## src/rtl/vram_arb_pkg.sv

```systemverilog
// Shared constants and enums for the VRAM port arbiter.
// The optional fairness feature is controlled by the VRAM_FAIRNESS_EN macro.
package vram_arb_pkg;
  localparam int VRAM_WORDS = 600;
  localparam int CTRL_ADDR  = VRAM_WORDS;

  typedef enum logic [1:0] {OWN_NONE, OWN_DISP, OWN_AVL} owner_t;
  typedef enum logic [1:0] {IDLE, ISSUE, DATA, DONE} avl_state_t;
endpackage

```

## src/rtl/vram_fair_counter.sv

```systemverilog
// Counts consecutive display grants while an Avalon request waits.
// Only instantiated when VRAM_FAIRNESS_EN is defined.
module vram_fair_counter #(
  parameter int LIMIT = 4
) (
  input  logic clk,
  input  logic srst,
  input  logic inc,
  input  logic clr,
  output logic hit
);
  import vram_arb_pkg::*;

  logic [2:0] count_reg;

  always_ff @(posedge clk) begin
    if (srst || clr) begin
      count_reg <= '0;
    end else if (inc && (count_reg != 3'd7)) begin
      count_reg <= count_reg + 3'd1;
    end
  end

  assign hit = (count_reg >= 3'(LIMIT));
endmodule

```

## src/rtl/vram_port_arbiter.sv

```systemverilog
// Shares the single-port character VRAM between the display fetch and Avalon-MM,
// and owns the text-mode control register. Define VRAM_FAIRNESS_EN for bounded Avalon stall.
module vram_port_arbiter #(
  parameter int VRAM_WORDS = vram_arb_pkg::VRAM_WORDS,
  parameter int FAIR_LIMIT = 4
) (
  input  logic        CLK,
  input  logic        RESET,
  input  logic        AVL_READ,
  input  logic        AVL_WRITE,
  input  logic        AVL_CS,
  input  logic [3:0]  AVL_BYTE_EN,
  input  logic [11:0] AVL_ADDR,
  input  logic [31:0] AVL_WRITEDATA,
  output logic [31:0] AVL_READDATA,
  output logic        AVL_WAITREQUEST,
  input  logic        DISP_REQ,
  input  logic [9:0]  DISP_ADDR,
  output logic [31:0] DISP_DATA,
  output logic        DISP_VALID,
  output logic        DISP_OVERRUN,
  output logic [9:0]  RAM_ADDR,
  output logic [31:0] RAM_WDATA,
  output logic [3:0]  RAM_BE,
  output logic        RAM_WE,
  input  logic [31:0] RAM_RDATA,
  output logic [31:0] CTRL_REG
);
  import vram_arb_pkg::*;

  localparam logic [11:0] CTRL_WORD = 12'(VRAM_WORDS);

  avl_state_t  state_reg, state_next;
  owner_t      issue_tag_reg, data_tag_reg;
  logic        pend_valid_reg;
  logic [9:0]  pend_addr_reg;
  logic        overrun_reg;
  logic [9:0]  ram_addr_reg;
  logic [31:0] ram_wdata_reg;
  logic [3:0]  ram_be_reg;
  logic        ram_we_reg;
  logic [31:0] disp_data_reg;
  logic        disp_valid_reg;
  logic [31:0] avl_rdata_reg;
  logic [7:0]  ctrl_bytes_reg [4];

  logic        avl_req, avl_waiting, addr_is_ram, addr_is_ctrl;
  logic        disp_grant, avl_grant, avl_force, fair_hit;
  logic [9:0]  disp_grant_addr;

  assign avl_req      = AVL_CS & (AVL_READ | AVL_WRITE);
  assign avl_waiting  = avl_req & (state_reg == IDLE);
  assign addr_is_ram  = (AVL_ADDR < CTRL_WORD);
  assign addr_is_ctrl = (AVL_ADDR == CTRL_WORD);

`ifdef VRAM_FAIRNESS_EN
  vram_fair_counter #(.LIMIT(FAIR_LIMIT)) u_fair (
    .clk  (CLK),
    .srst (RESET),
    .inc  (disp_grant & avl_waiting),
    .clr  (avl_grant | ~avl_waiting),
    .hit  (fair_hit)
  );
`else
  assign fair_hit = 1'b0;
`endif

  // The display wins the slot unless the fairness limit forces the waiting Avalon access.
  assign avl_force       = avl_waiting & fair_hit;
  assign disp_grant      = (pend_valid_reg | DISP_REQ) & ~avl_force;
  assign avl_grant       = avl_waiting & ~disp_grant;
  assign disp_grant_addr = pend_valid_reg ? pend_addr_reg : DISP_ADDR;

  // Writes and non-RAM accesses complete the cycle after the grant, so only RAM reads
  // pass through ISSUE/DATA while the read data comes back.
  always_comb begin
    state_next = state_reg;
    case (state_reg)
      IDLE:    if (avl_grant) state_next = (AVL_WRITE || !addr_is_ram) ? DONE : ISSUE;
      ISSUE:   state_next = DATA;
      DATA:    state_next = DONE;
      DONE:    state_next = IDLE;
      default: state_next = IDLE;
    endcase
  end

  always_ff @(posedge CLK) begin
    if (RESET) begin
      state_reg      <= IDLE;
      pend_valid_reg <= 1'b0;
      pend_addr_reg  <= '0;
      overrun_reg    <= 1'b0;
    end else begin
      state_reg <= state_next;
      if (DISP_REQ && pend_valid_reg) overrun_reg <= 1'b1;
      if (disp_grant && pend_valid_reg) begin
        pend_valid_reg <= 1'b0;
      end else if (DISP_REQ && !pend_valid_reg && !disp_grant) begin
        pend_valid_reg <= 1'b1;
        pend_addr_reg  <= DISP_ADDR;
      end
    end
  end

  always_ff @(posedge CLK) begin
    if (RESET) begin
      ram_addr_reg  <= '0;
      ram_wdata_reg <= '0;
      ram_be_reg    <= '0;
      ram_we_reg    <= 1'b0;
      issue_tag_reg <= OWN_NONE;
    end else begin
      ram_we_reg    <= 1'b0;
      ram_be_reg    <= '0;
      issue_tag_reg <= OWN_NONE;
      if (disp_grant) begin
        ram_addr_reg  <= disp_grant_addr;
        issue_tag_reg <= OWN_DISP;
      end else if (avl_grant && addr_is_ram) begin
        ram_addr_reg  <= AVL_ADDR[9:0];
        ram_wdata_reg <= AVL_WRITEDATA;
        ram_be_reg    <= AVL_WRITE ? AVL_BYTE_EN : 4'b0000;
        ram_we_reg    <= AVL_WRITE;
        issue_tag_reg <= OWN_AVL;
      end
    end
  end

  // The tag follows its access one stage so returning RAM data reaches only its owner.
  always_ff @(posedge CLK) begin
    if (RESET) begin
      data_tag_reg   <= OWN_NONE;
      disp_valid_reg <= 1'b0;
      disp_data_reg  <= '0;
      avl_rdata_reg  <= '0;
    end else begin
      data_tag_reg   <= issue_tag_reg;
      disp_valid_reg <= (data_tag_reg == OWN_DISP);
      if (data_tag_reg == OWN_DISP) disp_data_reg <= RAM_RDATA;
      if ((state_reg == DATA) && (data_tag_reg == OWN_AVL)) begin
        avl_rdata_reg <= RAM_RDATA;
      end else if (avl_grant && !AVL_WRITE && !addr_is_ram) begin
        avl_rdata_reg <= addr_is_ctrl ? CTRL_REG : 32'h0;
      end
    end
  end

  generate
    for (genvar gi = 0; gi < 4; gi++) begin : g_ctrl_byte
      always_ff @(posedge CLK) begin
        if (RESET) begin
          ctrl_bytes_reg[gi] <= '0;
        end else if (avl_grant && AVL_WRITE && addr_is_ctrl && AVL_BYTE_EN[gi]) begin
          ctrl_bytes_reg[gi] <= AVL_WRITEDATA[gi*8 +: 8];
        end
      end
      assign CTRL_REG[gi*8 +: 8] = ctrl_bytes_reg[gi];
    end
  endgenerate

  assign AVL_WAITREQUEST = RESET | (avl_req & (state_reg != DONE));
  assign AVL_READDATA    = avl_rdata_reg;
  assign DISP_DATA       = disp_data_reg;
  assign DISP_VALID      = disp_valid_reg;
  assign DISP_OVERRUN    = overrun_reg;
  assign RAM_ADDR        = ram_addr_reg;
  assign RAM_WDATA       = ram_wdata_reg;
  assign RAM_BE          = ram_be_reg;
  assign RAM_WE          = ram_we_reg;
endmodule

```

## config.mk

```make
export PLATFORM = sky130hd
export DESIGN_NAME = vram_port_arbiter
export DESIGN_NICKNAME = d
export VERILOG_FILES = /design/src/rtl/vram_arb_pkg.sv /design/src/rtl/vram_fair_counter.sv /design/src/rtl/vram_port_arbiter.sv
export SDC_FILE = /design/constraint.sdc
export NUM_CORES = 1
export LEC_CHECK = 0
export ABC_CLOCK_PERIOD_IN_PS = 2850
export BUFFER_PORTS_ARGS = -buffer_cell sky130_fd_sc_hd__buf_4
export CAP_MARGIN = 20
export CORE_MARGIN = 5
export CORE_UTILIZATION = 49
export DETAILED_ROUTE_END_ITERATION = 7
export PLACE_DENSITY = 0.87
export RECOVER_POWER = 25
export SETUP_SLACK_MARGIN = 0.3
export SLEW_MARGIN = 20
export SYNTH_ARGS = -nofsm -noshare
export SYNTH_HDL_FRONTEND = slang
export SYNTH_HIERARCHICAL = 1
export SYNTH_SLANG_ARGS = --single-unit
```

## constraint.sdc

```tcl
create_clock -name CLK -period 2.85 [get_ports CLK]
set_input_delay 0.1425 -clock CLK [delete_from_list [all_inputs] [get_ports CLK]]
set_output_delay 0.1425 -clock CLK [all_outputs]
set_load 0.02 [all_outputs]
```

==> run metrics <==
run status finished with violations; failing checks capacitance limit, slew limit; CTS tree built; vias in the first global route 6,473; clk root buf clkbuf_16; Reg power frac 45.4%; share of post-route cells with drive strength above 1 24.2%; Worst Hold Launch AVL_WRITEDATA[3]; placed cell area 8540 um2; Synthesis Warnings 6; commonest register cell after synthesis dfxtp_1; port bufs 241; most common library cell in the layout ignoring fill and taps buf_4; First DRT Iteration DRCs 463; Area growth syn-to-layout 44.0%; WP data arrival 2.53 ns; hold endpoint RAM_WDATA[3]$_SDFFE_PP0P_; clock latency on the worst-skew pair 0.41 ns; LEAKAGE 3.65 nW; setup_tns 0 ns; Post-Synth Adder-Cell Area 0.765%; reg-to-reg setup timing slack 0.42 ns; XOR/XNOR Fraction of Synth Area 0%; post-route cell area 9430 um2; Yosys cell types 40; antenna violations before repair 1; fmax 411 MHz; Net Count, Synth 778; worst-margin pin slew 2.36 ns; Critical Path RT 2.95 ns; VDD IR-drop max 0.391 mV; slowest CP cell or4b_4; Crit path largest cell delay 0.60 ns; register area share after synthesis 54.5%; CTS Buffer Depth 2; Synth Area per Inst 9.65 um2; Tcrit/Tclk final 85.3%; # Max-Cap Violations 1; Max Slew Vio Count 55; clock power share 42.4%; All-Layer GR Usage 27.2%; minimum clock period 2.43 ns; most frequent cells in the layout buf_4 (188), dfxtp_1 (130), nand2_1 (75); synthesized instance count 678; Synth area leaders dfxtp_1 (40%), edfxtp_1 (15%), and2_1 (6.1%); Hold Crit Depth 3; Die W 126 um; simple-gate share of the synthesized area 20.1%; Min-Delay Path Class primary input to flop; worst relative slew slack -57.6%; Yosys top cell by area dfxtp_1; mux cell area share after synthesis 0.612%; full die area 15,800 um2; Power, Total 5.36 mW; switching share of power 24.2%; Worst R2R Path Depth 6; hpwl dp 14,500 um; sw power 1.30 mW; Final Net Count 1,054; GR Util met3 6.57%; row cnt 42; asr flop ratio synth 0%; DR pass1 iterations 5; met2 usage 44.8%; vias per cell 5.58; power per cell area 569 nW/um2; RR Startpoint state_reg[0]$_SDFFE_PP0P_; routed wire length 21,800 um; clk slew on worst S/H paths 0.06 ns; Post-CTS Setup Inserts 0; GRT Residual Overflow 0; Worst Setup End Kind flop; Setup Viol. Count Final 0; Initial Utilization 49.6%; type of element launching the critical path flop; CTS Sinks 162; unrepaired setup endpoints after global routing false; Post-synth EDFFs 32; first-pass GRT wire length 34,600 um; routability congestion estimate 0.867; total CTS buffers 17; Final Hold Vio Count 0; Synth Cell Area 6540 um2; vias 6,384; number of routed nets with antenna violations 0; num ports 242; Top Usage Layer GRT met2; Worst Setup Path Type flop to flop; DRC 0; Synth Area in Compound Gates 20.1%; WL/cell 19.1 um; crit-path cells inv_1 > ha_1 > nand4bb_1 > or4b_4 > nor2_1 > a21o_2; largest family of logic cells by synthesized area compound AO/OA/AOI/OAI gates; skew final 0.00657 ns; FF-to-FF End ctrl_bytes_reg[2][6]$_SDFFCE_PN0P_; GRT met1 Usage 34.0%; crit-path max FO 8; combinational share of power 12.1%; Core Box Area 13,200 um2; top-area cell type share of the netlist area 39.8%; register bit total from synthesis 162; DIE HEIGHT 126 um; htree depth 4; P_int 4.07 mW; largest net degree at the start of global routing 55
-- kinds of logic (layout without fill, tap and decap cells) --
| kind of cell | count (synthesis) | in the layout |
|---|---|---|
| compound gates | 201 | 201 |
| fa+ha+maj | 4 | 4 |
| buf+inv | 66 | 355 |
| flops | 162 | 162 |
| mux | 4 | 4 |
| other cells | 1 | 2 |
| simple gates | 240 | 240 |
-- worst max path at each step --
stage                                         start                            endpoint  slack, ns  cells after the start
after global placement                 AVL_ADDR[11]  ctrl_bytes_reg[2][3]$_SDFFCE_PN0P_       0.37                      5
after detailed placement               AVL_ADDR[11]  ctrl_bytes_reg[2][3]$_SDFFCE_PN0P_       0.34                      5
after floorplan           state_reg[0]$_SDFFE_PP0P_  ctrl_bytes_reg[0][0]$_SDFFCE_PN0P_       0.63                      6
after global routing      state_reg[0]$_SDFFE_PP0P_  ctrl_bytes_reg[2][6]$_SDFFCE_PN0P_       0.32                      6
final                     state_reg[0]$_SDFFE_PP0P_  ctrl_bytes_reg[2][6]$_SDFFCE_PN0P_       0.42                      6
after CTS                 state_reg[0]$_SDFFE_PP0P_  ctrl_bytes_reg[2][6]$_SDFFCE_PN0P_       0.35                      6
-- cell type report --
cell class | count | area [um2]
Antenna cell | 1 | 2.50
Clock buffer | 20 | 447
Clock inverter | 12 | 138
Fill cell | 983 | 3760
Inverter | 7 | 26.3
Multi-Input combinational cell | 450 | 2790
Sequential cell | 162 | 3560
Tap cell | 176 | 220
Timing Repair Buffer | 316 | 2240
-- per-layer routing --
metal | share of wire, % | wire length (um)
met4 | 3.2 | 692
met5 | 0 | 0
met3 | 7.5 | 1640
met1 | 40 | 8760
met2 | 49 | 10700
-- through the flow --
| stage | worst slack [ns] | cells | hold slack, ns | util, % |
|---|---|---|---|---|
| floorplan | 0.633 | 678 | 0.279 | - |
| global placement | 0.373 | 1055 | 0.397 | 64.8 |
| detailed placement | 0.344 | 1055 | 0.407 | 64.8 |
| CTS | 0.349 | 1143 | 0.000382 | 73.4 |
| global route | 0.316 | 1144 | 0.00877 | 71.5 |
| finish | 0.418 | 1144 | 0.00644 | 71.5 |
-- cell usage after synthesis, drive strengths merged (5+ instances only) --
cell type  number
nand2b          7
o21ai          34
inv             7
a41oi          32
o211ai          8
nor2b          14
nand3          41
nor4            5
nand2          75
nor2           20
a21oi          74
dfxtp         130
clkbuf         55
o2bb2ai        32
edfxtp         32
a31oi           8
and2           64
-- worst max-delay path: cells and delay by family (launching register included) --
family,cells,cell delay [ns]
AND/OR/NAND/NOR,3,1.10
AO/OA/AOI/OAI,1,0.32
flip-flops,1,0.31
adder cells (fa/ha/maj),1,0.26
buffers and inverters,1,0.12
-- power groups by stage --
stage,clock [mW],combinational [mW],sequential [mW]
6_report,2.28,0.651,2.44
5_1_grt,2.39,0.706,2.44
4_1_cts,2.30,0.658,2.44
3_5_place_dp,0,0.591,2.48
3_3_place_gp,0,0.580,2.48
2_1_floorplan,0,0.243,2.54
-- repair_timing --
| action | in CTS | in global routing |
|---|---|---|
| endpoints found under the hold margin | 56 | 0 |
| resized for setup | 0 | 4 |
| endpoints found under the setup margin | 0 | 32 |
| hold buffers | 56 | 0 |
Note: power is estimated with default switching activity, not from simulation.
